`src/rtl/p_to_s_pkg.sv`:
```
// Shared types for the parallel-to-serial converter: word type and FSM state encoding.
package p_to_s_pkg;

  localparam int WORD_W = 32;

  typedef logic [WORD_W-1:0] word_t;

  typedef enum logic {IDLE, SHIFT} state_t;

endpackage

```
`src/rtl/p_to_s_converter.sv`:
```
// Parallel-to-serial converter: latches a PARALLEL_LENGTH-word frame and emits it as
// SERIAL_LENGTH-word chunks with valid/ready on both sides. Define P_TO_S_REVERSE_EN to
// emit chunks highest index first.
module p_to_s_converter
  import p_to_s_pkg::*;
#(
  parameter int unsigned PARALLEL_LENGTH = 4,
  parameter int unsigned SERIAL_LENGTH   = 2
) (
  input  logic                                     clk,
  input  logic                                     rst_n,
  input  logic                                     fct,
  input  logic                                     ien,
  output logic                                     iready,
  input  logic [0:PARALLEL_LENGTH-1][WORD_W-1:0]   idata,
  input  logic                                     oready,
  output logic                                     oen,
  output logic [0:SERIAL_LENGTH-1][WORD_W-1:0]     odata,
  output logic                                     finished
);

  localparam int NB_CHUNKS = (SERIAL_LENGTH == 0) ? 1 : int'(PARALLEL_LENGTH / SERIAL_LENGTH);
  localparam int SER_LEN   = int'(SERIAL_LENGTH);
  localparam int CNT_W     = (NB_CHUNKS > 1) ? $clog2(NB_CHUNKS) : 1;
  localparam logic [CNT_W-1:0] LAST_CNT = CNT_W'(NB_CHUNKS - 1);

  if (SERIAL_LENGTH == 0) begin : g_bad_serial
    $error("SERIAL_LENGTH must be at least 1");
  end else if ((PARALLEL_LENGTH % SERIAL_LENGTH) != 0) begin : g_bad_ratio
    $error("PARALLEL_LENGTH must be a multiple of SERIAL_LENGTH");
  end

  state_t                                r_state;
  state_t                                w_state_next;
  logic [CNT_W-1:0]                      r_cnt;
  logic [CNT_W-1:0]                      w_cnt_next;
  logic [CNT_W-1:0]                      w_idx;
  logic [0:PARALLEL_LENGTH-1][WORD_W-1:0] r_buf;
  logic                                  w_last;
  logic                                  w_accept;
  logic                                  w_xfer;

  assign w_last   = (r_cnt == LAST_CNT);
  assign w_accept = fct & ien & iready;
  assign w_xfer   = oen & oready;

  // The counter always counts up; only the chunk it selects changes with the build.
`ifdef P_TO_S_REVERSE_EN
  assign w_idx = LAST_CNT - r_cnt;
`else
  assign w_idx = r_cnt;
`endif

  always_ff @(posedge clk) begin
    if (!rst_n) begin
      r_state <= IDLE;
      r_cnt   <= '0;
      r_buf   <= '0;
    end else begin
      r_state <= w_state_next;
      r_cnt   <= w_cnt_next;
      if (w_accept) begin
        r_buf <= idata;
      end
    end
  end

  always_comb begin
    w_state_next = r_state;
    w_cnt_next   = r_cnt;
    if (!fct) begin
      w_state_next = IDLE;
      w_cnt_next   = '0;
    end else begin
      unique case (r_state)
        IDLE: begin
          if (w_accept) begin
            w_state_next = SHIFT;
            w_cnt_next   = '0;
          end
        end
        SHIFT: begin
          if (w_xfer) begin
            if (w_last) begin
              // A same-cycle accept reloads the buffer and keeps shifting with no bubble.
              w_state_next = w_accept ? SHIFT : IDLE;
              w_cnt_next   = '0;
            end else begin
              w_cnt_next = r_cnt + CNT_W'(1);
            end
          end
        end
        default: ;
      endcase
    end
  end

  always_comb begin
    iready   = 1'b0;
    oen      = 1'b0;
    finished = 1'b0;
    odata    = '0;
    if (rst_n && fct) begin
      unique case (r_state)
        IDLE: iready = 1'b1;
        SHIFT: begin
          oen      = 1'b1;
          finished = w_last;
          iready   = oready & w_last;
          for (int c = 0; c < NB_CHUNKS; c++) begin
            if (w_idx == CNT_W'(c)) begin
              for (int i = 0; i < SER_LEN; i++) begin
                odata[i] = r_buf[c*SER_LEN+i];
              end
            end
          end
        end
        default: ;
      endcase
    end
  end

endmodule

```
`config.mk`:
```
export PLATFORM = sky130hd
export DESIGN_NAME = p_to_s_converter
export DESIGN_NICKNAME = d
export VERILOG_FILES = /design/src/rtl/p_to_s_pkg.sv /design/src/rtl/p_to_s_converter.sv
export SDC_FILE = /design/constraint.sdc
export NUM_CORES = 1
export LEC_CHECK = 0
export CAP_MARGIN = 10
export CORE_MARGIN = 4
export CORE_UTILIZATION = 25
export DETAILED_ROUTE_END_ITERATION = 10
export HOLD_SLACK_MARGIN = 0.15
export SLEW_MARGIN = 40
export SYNTH_ARGS = -nofsm -noshare
export SYNTH_HDL_FRONTEND = slang
export SYNTH_SLANG_ARGS = --single-unit
```
`constraint.sdc`:
```
create_clock -name clk -period 1.6 [get_ports clk]
set_input_delay 0.24 -clock clk [delete_from_list [all_inputs] [get_ports clk]]
set_output_delay 0.24 -clock clk [all_outputs]
set_load 0.1 [all_outputs]
```
==> results.yml <==
status:
  outcome: "finished with violations"
  violations: "setup timing"
synthesis:
  ys_ff_latch: 130
  netlist_top_cells_area: "dfxtp_1, nand3_1, mux2i_1, nand2_1, o21ai_1"
  syn_nets: 861
  synthFlopType: "dfxtp_1"
  yosys.area.top_type_share: 0.442
  yosysSeqAreaShare: 0.442
  synth_top_cell_by_area: "dfxtp_1"
  synthCells: 728
  syn_area_per_cell_um2: 8.08
  post_synth_num_cell_types: 19
  synthTopCellsByCount: "dfxtp_1, nand2_1, nand3_1"
  synth_edf_count: 0
  yosys_warnings: 0
  async_flop_share: 0
  synth_area_mm2: 0.00589
power_and_ir_drop:
  p_sw_mw: 2.22
  leakage_nw: 3.76
  ir_worst_vdd_mv: 0.555
  p_int_mw: 6.72
  pwr-share-clk: 0.463
  power_density_mw_per_mm2: 798
  seq_power_share: 0.397
  combinationalPowerShare: 0.140
  sw_frac_of_total: 0.248
job:
  drv_cap: 0
cells_and_area:
  final_util: 0.489
  drive_above_1_share: 0.385
  synthToLayoutAreaGrowth_pct: 90.5
  antenna_cells: 0
  finish.net_count: 1079
  final_cells: 1272
  final_area_mm2: 0.0112
  fill_cells: 2099
clock_tree:
  cts_tree: "yes"
  clkSinkCount: 130
  holdBufCountCts: 0
  cts_buffers: 17
  h-tree-depth: 4
  clock_latency_ps: 410
  path_clk_slew_ps: 60
  root_buffer: "clkbuf_16"
  clockBufferDepth: 2
min_path:
  hold_path_class: "primary input to flop"
sta:
  setup_ws_ps: -303
  setup_tns_ps: -16970
  rsz0062_at_grt: "true"
  period_minus_slack_ps: 1900
  hold_viol: 0
  maxSlewHeadroom: 0.519
  timing.hold.ws_ps: 311
  slew_violations: 0
  finalCritPeriodShare: 1.19
  max_freq_ghz: 0.525
  worst_pin_slew_ps: 721
  setup_violations: 76
  finClkSkew_ps: 4.16
setup_path:
  endpoint_kind: "output port"
  critical_path_class: "flop to output port"
  start_kind: "flop"
  r2r_slack_ps: -10
  worst_ep_required_time_ps: 1360
  arrival_ps: 1660
  cp_max_fo: 14
grt:
  antenna_found_initial: 0
  grt_max_degree: 67
  grtUsageTotal: 0.154
  grt_pass1_vias: 5842
  grt-ovfl-total: 0
  grt_first_pass_wirelength_um: 32300
routing:
  drc: 0
  postRouteAntennaNets: 0
  routedWlPerCell_um: 16.8
  via_count: 5886
  drtIter0Drc: 252
  drtPass1Iterations: 4
  via_per_inst: 4.63
  wl_um: 21400
placed_design:
  io_buffers: 199
  place_inst: 1219
  dp_hpwl_um: 13900
  place_area_mm2: 0.00955
  place.gp.congestion: 0.765
floorplanning:
  pin_count: 200
  dieWidth_um: 161
  core_mm2: 0.0229
  start_util: 0.257
  num_rows: 55
  fp.dieH_um: 161
  dieArea_mm2: 0.0261
## cell usage in the layout (no fill, tap or decap), types with 6 or more instances in the layout
master             n
nor2_4            49
mux2i_4           29
nand3_1          129
nand2_1          130
buf_4             27
mux2i_2           17
o21ai_1           49
nor2_2            16
mux2i_1           18
dfxtp_1          128
clkbuf_16         23
clkdlybuf4s50_1  130
o21ai_2           78
buf_6             11
buf_12            86
buf_8              6
## worst max-delay path: stages (launching register included)
cell and delay (ps):
dfxtp_4 350, buf_12 140, buf_16 170, mux2i_1 130
buf_4 140, nor2_4 120, buf_12 190
## cell type report
type,count,area [um2],share of cell area
multi-input combinational,524,3880,0.346
timing repair buffer,270,3680,0.328
sequential,130,2610,0.233
clock buffer,21,480,0.0429
tap,313,392,0.0349
clock inverter,11,150,0.0134
inverter,3,15.0,0.00134
## stage by stage
stage	power, mW	worst slack (ps)
floorplan	4.10	-263
finish	8.94	-303
CTS	8.89	-328
detailed placement	4.66	-269
global placement	4.64	-214
global route	9.31	-381
## logic make-up after synthesis
| family | Yosys count | synth area share |
|---|---|---|
| muxes | 64 | 0.109 |
| and+or+nand+nor | 328 | 0.239 |
| DFF | 130 | 0.442 |
| buffers and inverters | 74 | 0.0714 |
| AOI/OAI and AO/OA | 132 | 0.139 |
## final timing paths
path         startpoint         to  cells after the start
max               r_cnt  odata[31]                      6
min               rst_n    r_state                      4
max reg2reg       r_cnt  r_buf[63]                      8
min reg2reg   r_buf[83]  r_buf[83]                      2
## registers in the layout (all words and copies together), names as in the netlist
| name | flops |
|---|---|
| r_cnt | 1 |
| r_buf | 128 |
| r_state | 1 |
## power by group through the flow
stage / clock (mW) / sequential (mW) / combinational, mW
after CTS: 4.24 / 3.51 / 1.14
after floorplan: 0 / 3.54 / 0.553
after global routing: 4.40 / 3.56 / 1.35
after global placement: 0 / 3.56 / 1.08
final: 4.14 / 3.55 / 1.26
after detailed placement: 0 / 3.57 / 1.09
## routing by layer
layer / track usage / share of wire
met1: 0.197 / 0.43
met4: 0.0380 / 0.011
met2: 0.255 / 0.51
met5: 0 / 0
met3: 0.0452 / 0.055
## repair_timing
action                                  CTS  global route
gates resized for setup                  50           116
endpoints found under the setup margin   67            86
pin swaps                                 3            85
setup buffers                             6            10
cloned                                    1             7
(Power assumes the default switching activity.)
